### src/rtl/stepper_seq.sv
// -----------------------------------------------------------------------------
// stepper_seq
// Unipolar/bipolar stepper motor phase sequencer. A move of NSTEPS steps is
// launched with START; one step is taken every PERIOD+1 clocks while EN=1.
// Each step advances a 3-bit phase index (half-step +/-1, full-step +/-2 with
// realignment from odd indices) and drives the four coils from a fixed table.
//
// Build option:
//   STEPPER_HOLD_EN  when defined, the coils keep driving the last phase while
//                    idle (EN=1, after at least one finished or stopped move),
//                    giving holding torque. When undefined, coils are off
//                    whenever the sequencer is not running.
//
// Parameters:
//   PRESC_W  width of the step-period prescaler and PERIOD
//   STEPS_W  width of NSTEPS and the remaining-step counter
//
// Ports:
//   CLK      system clock, rising edge
//   RST_N    asynchronous active-low reset
//   EN       1 = run and drive coils, 0 = pause and force coils off
//   START    one-cycle move request (honoured in IDLE only)
//   STOP     abort the current move
//   DIR      1 = forward, 0 = reverse (used at each step tick)
//   HALF     1 = half-step, 0 = full-step (used at each step tick)
//   PERIOD   clocks per step minus one, captured at START
//   NSTEPS   steps in the move, captured at START
//   A1..B2   registered coil drives
//   BUSY     high while running
//   STEP     one-cycle pulse when a new phase is applied
//   DONE     one-cycle pulse on normal completion
// -----------------------------------------------------------------------------
module stepper_seq #(
  parameter int PRESC_W = 16,
  parameter int STEPS_W = 16
) (
  input  logic               CLK,
  input  logic               RST_N,
  input  logic               EN,
  input  logic               START,
  input  logic               STOP,
  input  logic               DIR,
  input  logic               HALF,
  input  logic [PRESC_W-1:0] PERIOD,
  input  logic [STEPS_W-1:0] NSTEPS,
  output logic               A1,
  output logic               A2,
  output logic               B1,
  output logic               B2,
  output logic               BUSY,
  output logic               STEP,
  output logic               DONE
);

  typedef enum logic {
    IDLE = 1'b0,
    RUN  = 1'b1
  } state_t;

  state_t             state_reg,  state_next;
  logic [PRESC_W-1:0] presc_reg,  presc_next;
  logic [PRESC_W-1:0] period_reg, period_next;
  logic [STEPS_W-1:0] remain_reg, remain_next;
  logic [2:0]         idx_reg,    idx_next;
  logic [3:0]         coil_reg,   coil_next;
  logic               step_reg,   step_next;
  logic               done_reg,   done_next;
`ifdef STEPPER_HOLD_EN
  logic               hold_reg,   hold_next;
`endif

  // Coil pattern {A1,A2,B1,B2} for each phase index.
  function automatic logic [3:0] phase_coils(input logic [2:0] i);
    logic [3:0] c;
    case (i)
      3'd0:    c = 4'b0101;
      3'd1:    c = 4'b0100;
      3'd2:    c = 4'b1100;
      3'd3:    c = 4'b1000;
      3'd4:    c = 4'b1010;
      3'd5:    c = 4'b0010;
      3'd6:    c = 4'b0011;
      default: c = 4'b0001;
    endcase
    return c;
  endfunction

  // Half-step moves by one. Full-step moves by two from an even index; from
  // an odd index a single move lands on the neighbouring even index, which
  // realigns the sequence to two-coil phases.
  function automatic logic [2:0] advance(input logic [2:0] i,
                                         input logic       dir,
                                         input logic       half);
    logic [2:0] n;
    if (half || i[0]) begin
      n = dir ? (i + 3'd1) : (i - 3'd1);
    end else begin
      n = dir ? (i + 3'd2) : (i - 3'd2);
    end
    return n;
  endfunction

  always_comb begin
    state_next  = state_reg;
    presc_next  = presc_reg;
    period_next = period_reg;
    remain_next = remain_reg;
    idx_next    = idx_reg;
    step_next   = 1'b0;
    done_next   = 1'b0;
    coil_next   = 4'b0000;

    case (state_reg)
      IDLE: begin
        if (START) begin
          if (NSTEPS == '0) begin
            // Empty move completes immediately without entering RUN.
            done_next = 1'b1;
          end else begin
            state_next  = RUN;
            presc_next  = '0;
            period_next = PERIOD;
            remain_next = NSTEPS;
          end
        end
      end
      RUN: begin
        if (STOP) begin
          // Abort takes priority over a coincident tick.
          state_next = IDLE;
        end else if (remain_reg == '0) begin
          // Final step was applied last cycle; let it be seen for one cycle.
          state_next = IDLE;
        end else if (EN) begin
          if (presc_reg == period_reg) begin
            presc_next  = '0;
            idx_next    = advance(idx_reg, DIR, HALF);
            step_next   = 1'b1;
            remain_next = remain_reg - STEPS_W'(1);
            done_next   = (remain_reg == STEPS_W'(1));
          end else begin
            presc_next = presc_reg + PRESC_W'(1);
          end
        end
      end
      default: state_next = IDLE;
    endcase

`ifdef STEPPER_HOLD_EN
    hold_next = hold_reg;
    if (state_reg == RUN && state_next == IDLE) begin
      hold_next = 1'b1;
    end
    if (EN && (state_next == RUN || hold_next)) begin
      coil_next = phase_coils(idx_next);
    end
`else
    if (EN && state_next == RUN) begin
      coil_next = phase_coils(idx_next);
    end
`endif
  end

  always_ff @(posedge CLK or negedge RST_N) begin
    if (!RST_N) begin
      state_reg  <= IDLE;
      presc_reg  <= '0;
      period_reg <= '0;
      remain_reg <= '0;
      idx_reg    <= 3'd0;
      coil_reg   <= 4'b0000;
      step_reg   <= 1'b0;
      done_reg   <= 1'b0;
    end else begin
      state_reg  <= state_next;
      presc_reg  <= presc_next;
      period_reg <= period_next;
      remain_reg <= remain_next;
      idx_reg    <= idx_next;
      coil_reg   <= coil_next;
      step_reg   <= step_next;
      done_reg   <= done_next;
    end
  end

`ifdef STEPPER_HOLD_EN
  always_ff @(posedge CLK or negedge RST_N) begin
    if (!RST_N) begin
      hold_reg <= 1'b0;
    end else begin
      hold_reg <= hold_next;
    end
  end
`endif

  assign {A1, A2, B1, B2} = coil_reg;
  assign BUSY = (state_reg == RUN);
  assign STEP = step_reg;
  assign DONE = done_reg;

endmodule

### config.mk
export PLATFORM = sky130hd
export DESIGN_NAME = stepper_seq
export DESIGN_NICKNAME = d
export VERILOG_FILES = /design/src/rtl/stepper_seq.sv
export SDC_FILE = /design/constraint.sdc
export NUM_CORES = 1
export LEC_CHECK = 0
export ABC_AREA = 1
export ABC_CLOCK_PERIOD_IN_PS = 4600
export CAP_MARGIN = 40
export CORE_ASPECT_RATIO = 1.4
export CORE_UTILIZATION = 50
export DETAILED_ROUTE_END_ITERATION = 10
export PLACE_DENSITY_LB_ADDON = 0.1
export REMOVE_ABC_BUFFERS = 1
export SLEW_MARGIN = 5
export SYNTH_ARGS = -nofsm -noshare
export SYNTH_HDL_FRONTEND = slang
export SYNTH_SLANG_ARGS = --single-unit
export TNS_END_PERCENT = 20
### constraint.sdc
create_clock -name CLK -period 4.6 [get_ports CLK]
set_input_delay 0.92 -clock CLK [delete_from_list [all_inputs] [get_ports CLK]]
set_output_delay 0.92 -clock CLK [all_outputs]
set_load 0.05 [all_outputs]
==> impl_metrics.env, run 1 <==
export IMPL_grtUsageTotal=0.2419
export IMPL_path_clk_slew_ns=0.06
export IMPL_ctsResizeCount=0
export IMPL_cp_max_fo=10
export IMPL_hold_class="reg -> reg"
export IMPL_setup_ws_ns=1.880
export IMPL_worstMarginPinSlew_ns=0.9172
export IMPL_synth_simple_area_share=0.3867
export IMPL_grt_max_degree=59
export IMPL_drt_pass1_iterations=5
export IMPL_cts_setup_buffers=0
export IMPL_drv_cap=0
export IMPL_cp_start_kind="register"
export IMPL_final_common_cell="nand2_1"
export IMPL_cpMaxStageDelayCell="clkdlybuf4s50_1"
export IMPL_finalClockSkew_ns=0.01172
export IMPL_grt_use_met3=0.05882
export IMPL_utilization=0.6057
export IMPL_area_growth_pct=17.64
export IMPL_coreArea_um2=7315
export IMPL_grt_pass1_wl_mm=14.59
export IMPL_p_total_w=0.001918
export IMPL_synth_mux_area_frac=0
export IMPL_io_buffer_count=45
export IMPL_cts_root_buf="clkbuf_8"
export IMPL_ios=46
export IMPL_wl_per_cell_um=13.14
export IMPL_p_leak_nw=2.069
export IMPL_path_cells="clkdlybuf4s50_1"
export IMPL_ir_drop_mv=0.2184
export IMPL_synth_xor_area_frac=0.04850
export IMPL_postLayoutCellArea_um2=4431
export IMPL_critPathTopFamily="buffers and inverters"
export IMPL_synth_top_family_by_area="simple AND/OR/NAND/NOR gates"
export IMPL_die_y_um=104.7
export IMPL_final_antenna_net_count=0
export IMPL_grt_use_met1=0.2766
export IMPL_synth_compound_area_frac=0.07375
export IMPL_switching_share=0.3671
export IMPL_pwr_share_clk=0.297
export IMPL_clock_latency_ns=0.35
export IMPL_cts_tree="yes"
export IMPL_synthAdderAreaFrac=0.01860
export IMPL_cts_buffers=9
export IMPL_slew_headroom=0.3885
export IMPL_drive_above_1_share=0.1091
export IMPL_drt_iter0_markers=142
export IMPL_grt_overflow_total=0
export IMPL_die_x_um=75.35
export IMPL_ys_warn_count=0
export IMPL_switchingPower_w=0.0007039
export IMPL_dpl_instance_area_um2=4198
export IMPL_cts_hold_buf=0
export IMPL_cp_arrival_ns=1.80
export IMPL_timing_fmax_mhz=367.7
export IMPL_worstSetupPathType="reg -> out"
export IMPL_combPwrFrac=0.307
export IMPL_yosysTopAreaCell="dfrtp_1"
export IMPL_finalSetupTns_ns=0
export IMPL_dp_slack_ns=1.578
export IMPL_antenna_found_initial=0
export IMPL_dr_total_vias=3361
export IMPL_syn_area_per_cell_um2=7.428
export IMPL_initial_utilization=0.5149
export IMPL_rsz0062_at_grt="no"
export IMPL_synthTopCellsByArea="dfrtp_1 39%, nand2_1 17%, nand3_1 4.8%"
export IMPL_hold_viol_final=0
export IMPL_htreeDepth=3
export IMPL_synth_seq_cells=58
export IMPL_powerDensity_nw_per_um2=432.8
export IMPL_antenna_cells=0
export IMPL_max_stage_delay_ns=0.88
export IMPL_p_seq_frac=0.395
export IMPL_via_per_inst=5.195
export IMPL_synth_area_um2=3766
export IMPL_min_period_over_period=0.5913
export IMPL_final_nets=589
export IMPL_synth_top_area_frac=0.3854
export IMPL_dp_hpwl_mm=5.995
export IMPL_min_period_ns=2.720
export IMPL_synthCells=507
export IMPL_critPathBufInv=1
export IMPL_wl_mm=8.499
export IMPL_grt_use_met2=0.4203
export IMPL_synthDistinctLibCells=43
export IMPL_cts_buffer_depth=2
export IMPL_routabilityCongestion=0.8869
export IMPL_finalMaxSlewViolations=0
export IMPL_yosysSeqAreaShare=0.3854
export IMPL_row_count=37
export IMPL_mostFrequentLayoutCells="172 x nand2_1, 58 x dfrtp_1, 44 x clkdlybuf4s50_1, 40 x inv_1, 39 x nor2_1"
export IMPL_die_area_um2=7888
export IMPL_crit_required_ns=3.68
export IMPL_cts_sinks=58
export IMPL_outcome="complete, no violations"
export IMPL_p_int_w=0.001214
export IMPL_setup_violations=0
export IMPL_first_global_vias=3351
export IMPL_cp_end_kind="output port"
export IMPL_grt_most_used_layer="met2"
export IMPL_drc=0
-- cell type report --
class / instances / area [µm²]
clock inverters: 6 / 105.1
repair buffers: 47 / 460.4
flip-flops and latches: 58 / 1451
well taps: 97 / 121.4
multi-input cells: 383 / 1987
inverters: 46 / 177.7
clock buffers: 10 / 127.6
fillers: 715 / 2884
-- power by group through the flow --
stage                     combinational, W  clock, W  sequential [W]
final                             0.000589  0.000570        0.000758
after global routing              0.000681  0.000604        0.000774
after CTS                         0.000596  0.000579        0.000757
after detailed placement          0.000593         0        0.000764
after global placement            0.000578         0        0.000762
after floorplan                   0.000430         0        0.000745
-- cell families (layout without fill, tap and decap cells) --
group | after synthesis | count (layout)
AND/OR/NAND/NOR | 311 | 311
buffers and inverters | 66 | 109
flip-flops | 58 | 58
AO/OA/AOI/OAI | 47 | 47
XOR/XNOR | 20 | 20
adder cells (fa/ha/maj) | 5 | 5
-- layer usage --
layer | wire, µm | vias to the layer above
met3 | 374 | 16
met1 | 3456 | 1553
met2 | 4495 | 84
li1 | - | 1708
met4 | 173 | 0
met5 | 0 | -
-- path summary, 6_finish.rpt --
path / endpoint / slack (ns) / from / depth (start not counted)
min in group asynchronous: period_reg[1]$_DFFE_PN0P_ / 0.72 / RST_N / 2
worst max register to register: remain_reg[15]$_DFFE_PN0P_ / 2.23 / BUSY$_DFF_PN0_ / 7
worst max-delay path: BUSY / 1.88 / BUSY$_DFF_PN0_ / 1
max in group asynchronous: presc_reg[14]$_DFFE_PN0P_ / 3.41 / RST_N / 2
worst min-delay path: period_reg[7]$_DFFE_PN0P_ / 0.50 / period_reg[7]$_DFFE_PN0P_ / 2
worst min register to register: period_reg[7]$_DFFE_PN0P_ / 0.50 / period_reg[7]$_DFFE_PN0P_ / 2
-- synth_stat cells, drive strengths merged --
library cell  instances
nand2               188
dfrtp                58
nor2                 49
inv                  46
nand3                38
o21ai                29
nand4                19
xnor2                14
buf                  13
nor3                  8
a21oi                 7
clkbuf                7
nor4                  6
xor2                  6
a31oi                 4
ha                    4
a31o                  2
or2                   2
a21o                  1
fa                    1
nand3b                1
o2111ai               1
o21bai                1
o31ai                 1
o32ai                 1
-- through the flow --
step                hold WS (ns)  cells
floorplan                 0.4659    487
global placement          0.4879    631
detailed placement        0.4872    631
CTS                       0.5106    647
global route              0.5219    647
finish                    0.5035    647
(Power assumes the default switching activity.)
==> run 2, diff against run 1 <==
--- a/config.mk
+++ b/config.mk
@@ -6,7 +6,7 @@
 export NUM_CORES = 1
 export LEC_CHECK = 0
 export ABC_AREA = 1
-export ABC_CLOCK_PERIOD_IN_PS = 4600
+export ABC_CLOCK_PERIOD_IN_PS = 2850
 export CAP_MARGIN = 40
 export CORE_ASPECT_RATIO = 1.4
 export CORE_UTILIZATION = 50
==> constraint.sdc (replaced) <==
create_clock -name CLK -period 2.85 [get_ports CLK]
set_input_delay 0.57 -clock CLK [delete_from_list [all_inputs] [get_ports CLK]]
set_output_delay 0.57 -clock CLK [all_outputs]
set_load 0.05 [all_outputs]
==> run 2 against run 1 <==
- register-to-register slack worse by 1.6 ns
- die area stayed put
- design area is 1.6% higher
- sequential share of layout area is 0.50 points lower
- critical path depth is 7 higher
- via count is 1.5% higher
- non-clock buffer count is 3 higher
- clock power is 81% higher
- cell count is 0.46% higher
- routed wire length is 0.69% higher
- utilization is 0.94 points higher
- combinational power is 66% higher
==> impl_metrics.env, run 2 (synthesis gave the netlist of run 1 again) <==
export IMPL_outcome="complete, no violations"
export IMPL_area_growth_pct=19.47
export IMPL_ios=46
export IMPL_hold_viol_final=0
export IMPL_startpoint="NSTEPS[11]"
export IMPL_nFillCells=722
export IMPL_rsz0062_at_grt="no"
export IMPL_final_common_cell="nand2_1"
export IMPL_setup_violations=0
export IMPL_timing_fmax_mhz=429.3
export IMPL_final_nets=592
export IMPL_cts_tree="yes"
export IMPL_utilization=0.6151
export IMPL_p_leak_nw=2.102
export IMPL_hold_class="in -> async"
export IMPL_ctsResizeCount=0
export IMPL_initial_utilization=0.5149
export IMPL_routabilityCongestion=0.8767
export IMPL_final_antenna_net_count=0
export IMPL_cp_arrival_ns=2.57
export IMPL_cts_setup_buffers=0
export IMPL_first_global_vias=3385
export IMPL_r2r_start="remain_reg[0]$_DFFE_PN0P_"
export IMPL_mostFrequentLayoutCells="172 x nand2_1, 58 x dfrtp_1, 44 x clkdlybuf4s50_1, 40 x inv_1, 39 x nor2_1"
export IMPL_cts_root_buf="clkbuf_8"
export IMPL_p_total_w=0.003229
export IMPL_clock_latency_ns=0.34
export IMPL_drc=0
export IMPL_row_count=37
export IMPL_reg2reg_depth=10
export IMPL_setup_ws_ns=0.5207
export IMPL_grt_pass1_wl_mm=14.82
export IMPL_antenna_found_initial=0
export IMPL_cts_sinks=58
export IMPL_grt_max_degree=59
export IMPL_cp_max_fo=25
export IMPL_drt_iter0_markers=196
export IMPL_cts_buffer_depth=2
export IMPL_dp_slack_ns=0.1498
export IMPL_finalSetupTns_ns=0
export IMPL_fin_cells=650
export IMPL_die_y_um=104.7
export IMPL_cp_start_kind="input port"
export IMPL_powerDensity_nw_per_um2=717.7
export IMPL_dpl_cell_count=634
export IMPL_min_period_ns=2.329
export IMPL_wl_per_cell_um=13.17
export IMPL_finalMaxSlewViolations=0
export IMPL_htreeDepth=3
export IMPL_path_clk_slew_ns=0.07
export IMPL_via_per_inst=5.246
export IMPL_die_x_um=75.35
export IMPL_dp_hpwl_mm=6.004
export IMPL_drv_cap=0
export IMPL_drive_above_1_share=0.1139
export IMPL_worstSetupPathType="in -> reg"
export IMPL_dr_total_vias=3410
export IMPL_io_buffer_count=45
export IMPL_coreArea_um2=7315
export IMPL_cts_hold_buf=0
export IMPL_drt_pass1_iterations=5
export IMPL_wl_mm=8.558
export IMPL_cp_end_kind="register"
export IMPL_grt_overflow_total=0
export IMPL_crit_required_ns=3.09
export IMPL_grtUsageTotal=0.2435
export IMPL_ir_drop_mv=0.4234
export IMPL_die_area_um2=7888
export IMPL_cts_buffers=9
export IMPL_min_period_over_period=0.8173
export IMPL_antenna_cells=0
export IMPL_slew_headroom=0.4979
export IMPL_finalClockSkew_ns=0.009022
export IMPL_worstMarginPinSlew_ns=0.7532
## run 2: cell types whose count changed in the layout (fill, tap and decap cells not counted), sizes merged
cell,delta
buf,+3
bufinv,+1
clkinv,-2
clkbuf,+1
## run 2: worst paths after layout
| kind | slack, ns | end |
|---|---|---|
| worst max-delay path | 0.52 | remain_reg[14]$_DFFE_PN0P_ |
| worst min-delay path | 0.36 | period_reg[5]$_DFFE_PN0P_ |
| worst max register to register | 0.60 | remain_reg[14]$_DFFE_PN0P_ |
| worst min register to register | 0.50 | period_reg[6]$_DFFE_PN0P_ |
| max in group asynchronous | 1.96 | presc_reg[5]$_DFFE_PN0P_ |
| min in group CLK | 0.50 | period_reg[6]$_DFFE_PN0P_ |
## run 2: layer usage
layer,track usage,routed length [µm],vias up
li1,-,-,1714
met1,0.2994,3604,1588
met2,0.4043,4457,88
met3,0.04243,307,20
met4,0.1111,189,0
met5,0,0,-
## run 2: critical path: stages
cell and delay (ns):
clkdlybuf4s50_1 0.49, nor4_1 0.08, nand4_1 0.17, nand2_4 0.17
a21oi_4 0.62, nand2_4 0.27, nand2_1 0.14, nand2_1 0.05
## run 2: through the flow
| step | instance area, µm² | hold slack, ns |
|---|---|---|
| global route | 4499 | 0.4586 |
| detailed placement | 4233 | 0.4939 |
| floorplan | 3616 | 0.2744 |
| global placement | 4233 | 0.4858 |
| CTS | 4499 | 0.4057 |
| finish | 4499 | 0.3644 |
## run 2: final cells by class
| cell class | instances | area [µm²] | area share |
|---|---|---|---|
| clock buffer | 11 | 141.4 | 0.03142 |
| sequential | 58 | 1451 | 0.3226 |
| multi-input combinational | 383 | 1987 | 0.4416 |
| timing repair buffer | 50 | 495.5 | 0.1101 |
| clock inverter | 5 | 125.1 | 0.02781 |
| inverter | 46 | 177.7 | 0.03949 |
| tap | 97 | 121.4 | 0.02697 |
## run 2: report_power, final
group	switching, W	leakage (nW)	internal, W	total (W)
clock	0.000338	0.134	0.000692	0.00103
combinational	0.000583	1.23	0.000395	0.000978
sequential	0.000217	0.741	0.00100	0.00122
total	0.00114	2.10	0.00209	0.00323
